==> config.mk <==
export PLATFORM = sky130hd
export DESIGN_NAME = booth_product_accumulator
export DESIGN_NICKNAME = d
export VERILOG_FILES = /design/src/rtl/mult_pkg.sv /design/src/rtl/booth_product_accumulator_acc_sat_add.sv /design/src/rtl/booth_product_accumulator.sv
export SDC_FILE = /design/constraint.sdc
export NUM_CORES = 1
export LEC_CHECK = 0
export BUFFER_PORTS_ARGS = -buffer_cell sky130_fd_sc_hd__buf_2
export CORE_ASPECT_RATIO = 1.25
export CORE_MARGIN = 2
export CORE_UTILIZATION = 59
export DETAILED_ROUTE_END_ITERATION = 8
export GPL_ROUTABILITY_DRIVEN = 1
export PLACE_DENSITY = 0.85
export SYNTH_ARGS = -nofsm -noshare
export SYNTH_HDL_FRONTEND = slang
export SYNTH_SLANG_ARGS = --single-unit
==> constraint.sdc <==
create_clock -name clk -period 8.5 [get_ports clk]
set_clock_uncertainty 0.1 [all_clocks]
set_input_delay 0.425 -clock clk [delete_from_list [all_inputs] [get_ports clk]]
set_output_delay 0.425 -clock clk [all_outputs]
set_load 0.01 [all_outputs]
==> src/rtl/mult_pkg.sv <==
// Shared types and constants for the Booth multiplier and its product accumulator.
package mult_pkg;

  typedef enum logic [1:0] {
    IDLE  = 2'd0,
    ACCUM = 2'd1,
    HOLD  = 2'd2
  } state_t;

  localparam int PROD_W_DEF = 64;
  localparam int ACC_W_DEF  = 64;

  localparam logic signed [ACC_W_DEF-1:0] ACC_MAX = {1'b0, {(ACC_W_DEF-1){1'b1}}};
  localparam logic signed [ACC_W_DEF-1:0] ACC_MIN = {1'b1, {(ACC_W_DEF-1){1'b0}}};

endpackage

==> src/rtl/booth_product_accumulator_acc_sat_add.sv <==
// Combinational signed ACC_W adder with overflow detect; clamps on overflow
// when ACC_SATURATE_EN is defined, otherwise wraps.
module acc_sat_add #(
  parameter int ACC_W = 64
) (
  input  logic signed [ACC_W-1:0] a,
  input  logic signed [ACC_W-1:0] b,
  output logic signed [ACC_W-1:0] sum,
  output logic                    overflow
);

  logic signed [ACC_W-1:0] raw;

`ifdef ACC_SATURATE_EN
  localparam logic signed [ACC_W-1:0] MAX_V = {1'b0, {(ACC_W-1){1'b1}}};
  localparam logic signed [ACC_W-1:0] MIN_V = {1'b1, {(ACC_W-1){1'b0}}};

  function automatic logic signed [ACC_W-1:0] saturate(input logic neg);
    return neg ? MIN_V : MAX_V;
  endfunction
`endif

  always_comb begin
    raw      = a + b;
    overflow = (a[ACC_W-1] == b[ACC_W-1]) && (raw[ACC_W-1] != a[ACC_W-1]);
    sum      = raw;
`ifdef ACC_SATURATE_EN
    // Both addends share a sign on overflow, so the clamp direction follows a.
    if (overflow) sum = saturate(a[ACC_W-1]);
`endif
  end

endmodule

==> src/rtl/booth_product_accumulator.sv <==
// Batch accumulator behind the Booth multiplier: sums len products, holds the
// result on a valid/ready port. Optional ACC_SATURATE_EN clamps instead of wrapping.
module booth_product_accumulator
  import mult_pkg::*;
#(
  parameter int PROD_W = PROD_W_DEF,
  parameter int ACC_W  = ACC_W_DEF,
  parameter int LEN_W  = 8
) (
  input  logic                     clk,
  input  logic                     reset,
  input  logic                     en,
  input  logic                     clear,
  input  logic [LEN_W-1:0]         len,
  input  logic                     in_valid,
  output logic                     in_ready,
  input  logic signed [PROD_W-1:0] in_product,
  input  logic                     in_overflow,
  output logic                     out_valid,
  input  logic                     out_ready,
  output logic signed [ACC_W-1:0]  out_acc,
  output logic                     out_overflow,
  output logic [LEN_W-1:0]         out_count
);

  state_t                  state_p1;
  logic signed [ACC_W-1:0] acc_p1;
  logic signed [ACC_W-1:0] prod_ext;
  logic signed [ACC_W-1:0] sum;
  logic                    add_ovf;
  logic                    accept;
  logic                    vld_p1;
  logic                    ovf_p1;
  logic [LEN_W-1:0]        count_p1;
  logic [LEN_W-1:0]        len_p1;
  logic [LEN_W-1:0]        len_eff;
  logic [LEN_W-1:0]        count_inc;

  assign prod_ext  = ACC_W'(in_product);
  assign len_eff   = (len == '0) ? LEN_W'(1) : len;
  assign count_inc = count_p1 + LEN_W'(1);

  acc_sat_add #(
    .ACC_W(ACC_W)
  ) u_add (
    .a       (acc_p1),
    .b       (prod_ext),
    .sum     (sum),
    .overflow(add_ovf)
  );

  // A held result frees the slot in the same cycle it is taken, so a new
  // batch can start with no bubble; clear blocks acceptance outright.
  assign in_ready = en & ~reset & ~clear & ((state_p1 != HOLD) | out_ready);
  assign accept   = in_valid & in_ready;

  // Stage p1: batch state, running sum, count and sticky overflow
  always_ff @(posedge clk or posedge reset) begin
    if (reset) begin
      state_p1 <= IDLE;
      vld_p1   <= 1'b0;
      acc_p1   <= '0;
      count_p1 <= '0;
      ovf_p1   <= 1'b0;
      len_p1   <= '0;
    end else if (en) begin
      if (clear) begin
        state_p1 <= IDLE;
        vld_p1   <= 1'b0;
        acc_p1   <= '0;
        count_p1 <= '0;
        ovf_p1   <= 1'b0;
      end else if (accept && state_p1 != ACCUM) begin
        len_p1   <= len_eff;
        acc_p1   <= prod_ext;
        count_p1 <= LEN_W'(1);
        ovf_p1   <= in_overflow;
        if (len_eff == LEN_W'(1)) begin
          state_p1 <= HOLD;
          vld_p1   <= 1'b1;
        end else begin
          state_p1 <= ACCUM;
          vld_p1   <= 1'b0;
        end
      end else if (accept) begin
        acc_p1   <= sum;
        count_p1 <= count_inc;
        ovf_p1   <= ovf_p1 | in_overflow | add_ovf;
        if (count_inc == len_p1) begin
          state_p1 <= HOLD;
          vld_p1   <= 1'b1;
        end
      end else if (state_p1 == HOLD && out_ready) begin
        state_p1 <= IDLE;
        vld_p1   <= 1'b0;
      end
    end
  end

  assign out_valid    = vld_p1;
  assign out_acc      = acc_p1;
  assign out_overflow = ovf_p1;
  assign out_count    = count_p1;

endmodule

# Word level (Yosys, flattened, before mapping)

Cells that the tools add are included.

Register bits: 84
Bits of input ports: 79
Output and inout bits: 75
Logic and storage cells: 56

Add/sub/neg operators: 2
Equality and inequality tests: 8
Multiplexer cells: 22
Bitwise operators: 9
Reductions and logical operators: 9

Operators by type and width:

| operator                                               | number |
|---|---|
| two-way mux 64 bit                                     | 3 |
| adder 64 bit                                           | 1 |
| two-way mux 8 bit                                      | 4 |
| two-way mux 2 bit                                      | 6 |
| two-way mux 1 bit                                      | 9 |
| adder 8 x 1 -> 8 bit (second input constant)           | 1 |
| equality test 8 x 1 -> 1 bit (second input constant)   | 1 |
| equality test 8 bit                                    | 1 |
| zero test 8 bit                                        | 1 |
| AND reduction 3 bit                                    | 2 |
| AND 1 bit                                              | 4 |
| inequality test 4 x 2 -> 1 bit (second input constant) | 1 |
| nonzero test 4 bit                                     | 1 |
| logical AND 1 bit                                      | 3 |
| bitwise OR 1 bit                                       | 3 |
| nonzero test 3 bit                                     | 1 |
| equality test 2 bit (second input constant)            | 1 |
| inequality test 2 x 1 -> 1 bit (second input constant) | 1 |
| inequality test 2 bit (second input constant)          | 1 |
| NOT 1 bit                                              | 2 |
| AND reduction 2 bit                                    | 1 |
| equality test 1 bit                                    | 1 |
| inequality test 1 bit                                  | 1 |

# Depth between registers and ports, before layout

Depth after elaboration: 8
Depth in mapped cells: 13
Mapped depth without buffers: 13

# Modules after synthesis

From an unflattened synthesis, not the netlist that was laid out.

Cells, all modules: 900
Area total of the unflattened synthesis: 7611.0 um^2

Modules (own cells, without submodules):

| module                    | times used | cells an instance | area an instance (um^2) | sequential area each (um^2) |
|---|---|---|---|---|
| booth_product_accumulator | 1          | 354               | 3902.5                  | 2077.0 |
| acc_sat_add               | 1          | 546               | 3708.6                  | 0.0 |

# Least setup slack after synthesis

OpenSTA, ideal clock, no wires.

Path type: input-to-reg
From: in in_product[0]
To: reg acc_p1[60] (netlist: out_acc[60])
Setup time: 142 ps
Arrival: 2516 ps
Required time: 8258 ps
Path slack: 5742 ps
Cell stages on the path: 13
Path buffers: 0
Path through: ha_1 > inv_1 > fa_1 > nor2b_1 > o31a_1 > o31a_1 > o21ai_1 > a21oi_1 > o21ai_2 > o21ai_2 > a41oi_1 > mux2i_1 > o221ai_1

Cells in the longest elaborated chain, start to end: 4

RTL lines:

| item                   | line                                        | RTL |
|---|---|---|
| start: declaration     | booth_product_accumulator.sv:17             | `input logic signed [PROD_W-1:0] in_product,` |
| adder 64 bit           | booth_product_accumulator_acc_sat_add.sv:24 | `raw = a + b;` |
| two-way mux 64 bit     | booth_product_accumulator.sv:85             | `end else if (accept) begin` |
| two-way mux 64 bit     | booth_product_accumulator.sv:73             | `end else if (accept && state_p1 != ACCUM) begin` |
| two-way mux 64 bit     | booth_product_accumulator.sv:67             | `if (clear) begin` |
| end signal: assignment | booth_product_accumulator.sv:75             | `acc_p1 <= prod_ext;` |
| end signal: assignment | booth_product_accumulator.sv:86             | `acc_p1 <= sum;` |
| end: declaration       | booth_product_accumulator.sv:27             | `logic signed [ACC_W-1:0] acc_p1;` |

Every way passes these cells. The select of a mux whose other input is x is not followed.
A chain may end at the register's enable or synchronous reset.

# Final worst setup path

From: reg state_p1[1]
To: reg acc_p1[59] (netlist: out_acc[59])

Cells in the longest elaborated chain, start to end: 7
Elaborated cells between the ends (all ways): 10
Classes of those cells: eq/ne (2); mux (2); bitwise (3); reduce/logical (3)

RTL lines:

| item                                                                | line                            | RTL |
|---|---|---|
| start: declaration                                                  | booth_product_accumulator.sv:26 | `state_t state_p1;` |
| start signal: assignment                                            | booth_product_accumulator.sv:60 | `state_p1 <= IDLE;` |
| start signal: assignment                                            | booth_product_accumulator.sv:68 | `state_p1 <= IDLE;` |
| start signal: assignment                                            | booth_product_accumulator.sv:79 | `state_p1 <= HOLD;` |
| inequality test 2 bit                                               | booth_product_accumulator.sv:54 | `assign in_ready = en & ~reset & ~clear & ((state_p1 != HOLD) \| out_ready);` |
| bitwise OR 1 bit                                                    | booth_product_accumulator.sv:54 |  |
| AND 1 bit                                                           | booth_product_accumulator.sv:54 |  |
| AND 1 bit                                                           | booth_product_accumulator.sv:55 | `assign accept = in_valid & in_ready;` |
| logical AND 1 bit                                                   | booth_product_accumulator.sv:73 |  |
| nonzero test 3 bit (no line) or two-way mux 64 bit (tied branches)  | --                              |  |
| AND reduction 2 bit (no line) or two-way mux 64 bit (tied branches) | --                              |  |

Parallel ways exist; a longest one is shown, timed or not.

==> flow_summary.yaml <==
synthesis:
  syn_nets: 1101
  synthFlopType: "dfrtp_1"
  synth.avg_cell_area_sq_um: 7.96
  synth_edf_count: 0
  async_reset_ff_share_pct: 100
  synth_seq_area_share_pct: 27.3
  synth_cell_types: 72
  yosys_warnings: 0
  synth_top_area_share_pct: 27.3
  synth.ff_latch_count: 83
  syn_inst: 957
  ys_top_cells_by_area: "dfrtp_1, ha_1, a21oi_1, o21ai_0, xnor2_1"
  synth_largest_area_cell: "dfrtp_1"
  synthesis.area_sq_um: 7610
cells_and_area:
  antenna_cells: 0
  nNetsFinal: 1223
  drive_above_1_share_pct: 18.9
  areaGrowthSynthToFinish_pct: 15.2
clock_tree:
  cts.path.max_buffers: 2
  cts_setup_buffers: 0
  clk_latency_ns: 0.36
  cts_resized: 0
  root_buffer: "clkbuf_16"
  cts_hold_buf: 0
  tritoncts: "done"
  numCtsBuffers: 9
  path_clk_slew_ns: 0.08
  htree_levels: 3
  cts.sinks: 83
routing:
  vias: 7851
  antenna_left: 0
  wl_per_cell_microns: 18.1
  drtIter0Drc: 474
  drt_first_pass_iters: 5
  remaining_drc_errors: 0
  via_per_inst: 6.27
  wirelength_microns: 22600
global_route:
  grt_antenna_before_repair: 0
  grt_use_total_pct: 32.7
  grt_max_degree: 75
  overflow: 0
  grt_pass1_wl_microns: 36400
  grt_pass1_vias: 7538
floorplanning:
  chipWidth_microns: 106
  core_area_sq_um: 12700
  start_util_pct: 60.1
  rows: 46
  die_area_sq_um: 13800
  ios: 154
  die_y_microns: 131
power_and_ir_drop:
  irDropWorstVdd_v: 0.0000938
  powerDensity_nw_per_um2: 167
  p_leak_nw: 4.41
critical_path:
  critPathKind: "flop to flop"
  crit_path_start_kind: "flop"
  reg2reg_from: "state_p1[1]"
  arrival_ns: 3.57
  startpoint: "state_p1[1]"
  crit_fanout: 27
  cp.required_ns: 8.65
  crit_path_end_kind: "flop"
timing:
  holdWs_ns: 0.0446
  fin_crit_sh_pct: 40.2
  layout_min_cycle_time_ns: 3.41
  slew_headroom_pct: 28.0
  drv_slew: 0
  max_freq_mhz: 293
  rsz0062_at_grt: "false"
  hold_viol: 0
  setup_violations: 0
  setup_tns_ns: 0
  worst_pin_slew_ns: 1.08
place:
  gp_congestion: 0.974
  dpl.hpwl_microns: 17100
  portBuffers: 153
run:
  maxCapViolCount: 0
outcome:
  status: "finished, final reports clean"
min_path:
  min-delay-path-class: "input pin to asynchronous set/reset pin"
[placed cells by master, fill, tap and decap left out, types with 6 or more instances in the layout]
cell,synthesis,routed
nor2_1,59,58
o21ai_1,23,22
o21ai_0,84,84
xnor2_1,46,46
a22o_1,11,11
o211ai_1,7,7
inv_1,33,32
dfrtp_1,83,83
nor3_1,12,12
a22oi_1,26,26
clkbuf_16,0,9
o21bai_1,19,19
buf_2,9,153
xor2_1,22,22
a21oi_1,106,106
mux2_2,7,7
nand3_1,23,23
a21o_1,35,35
a31oi_1,14,14
ha_1,64,64
nand2_1,106,106
buf_4,0,6
and3_1,15,15
nand4_1,19,19
o21a_1,8,8
[power by group]
part	total [mW]	switching (mW)	internal (mW)
Combinational	0.558	0.331	0.227
Clock	0.435	0.198	0.236
Sequential	0.472	0.0365	0.435
[cells in the mapped netlist, drive strengths merged (2+ instances only)]
library cell and number:
xor2 22, nor2 59, a21o 36, o211a 2, a22oi 26, o21bai 19, a211oi 2, mux2i 4
nand3 23, buf 12, a221o 3, a41oi 3, and3 15, ha 64, nor2b 3, o31ai 5
o221ai 4, xnor2 46, nand4 19, or3 4, o41ai 2, o31a 2, a32oi 3, o21ai 109
and2 3, nand2b 4, mux2 7, nand2 106, a22o 11, o2111ai 4, and4 2, o21a 8
nor3 13, nor4 3, dfrtp 83, a21oi 108, a222oi 2, nor3b 2, a31oi 15, o211ai 7
a311o 2, a21boi 2, a221oi 5, inv 34, clkbuf 36
[layout make-up]
type / instances / area, sq um
clock buffer: 9 / 225
clock inverter: 7 / 87.6
tap: 168 / 210
inverter: 34 / 129
sequential: 83 / 2080
multi-input combinational: 792 / 5230
timing repair buffer: 159 / 811
fill: 1118 / 3890
[worst paths after layout]
check / slack (ns) / to / depth (start not counted)
worst max-delay path: 5.09 / out_acc[59] / 7
max in group asynchronous: 7.14 / out_acc[29] / 3
worst min-delay path: 0.04 / len_p1[1] / 2
worst min register to register: 0.41 / out_acc[31] / 2
min in group clk: 0.18 / len_p1[0] / 2
worst max register to register: 5.09 / out_acc[59] / 7
[registers in the layout, indices dropped and copies added, names as in the netlist]
name and count:
state_p1 2, len_p1 8, out_overflow 1, out_count 8, out_acc 64
[worst max-delay path: stages (launching register included)]
cell	delay (ns)
dfrtp_1	0.43
nor3b_1	0.17
nor4b_2	0.35
nand2_1	0.72
nor2_2	0.83
buf_4	0.42
a22oi_1	0.14
o21ai_0	0.15
[routing by layer]
| layer | global-route usage [%] | vias to the layer above | share of wire, % |
|---|---|---|---|
| met5 | 0 | - | 0 |
| met4 | 13.6 | 0 | 3.2 |
| met3 | 4.22 | 52 | 6.7 |
| met2 | 57.8 | 315 | 49 |
| met1 | 40.6 | 3692 | 41 |
| li1 | - | 3792 | - |
[logic make-up after synthesis]
logic type      synth area share [%]
fa+ha+maj                       10.8
mux                             1.56
flops                           27.3
buf+inv                         4.21
compound gates                  32.5
simple gates                    15.8
xor+xnor                        7.82
[through the flow]
step / worst slack, ns / power [mW] / area, sq um / cells / util [%]
after CTS: 5.10 / 1.46 / 8770 / 1252 / 69.3
final: 5.09 / 1.46 / 8770 / 1252 / 69.3
after floorplan: 5.74 / 0.872 / 7610 / 957 / -
after detailed placement: 5.10 / 1.03 / 8460 / 1236 / 66.8
after global placement: 5.12 / 1.02 / 8460 / 1236 / 66.8
after global routing: 4.88 / 1.55 / 8770 / 1252 / 69.3
No activity file was read; power rests on OpenSTA's default activity.
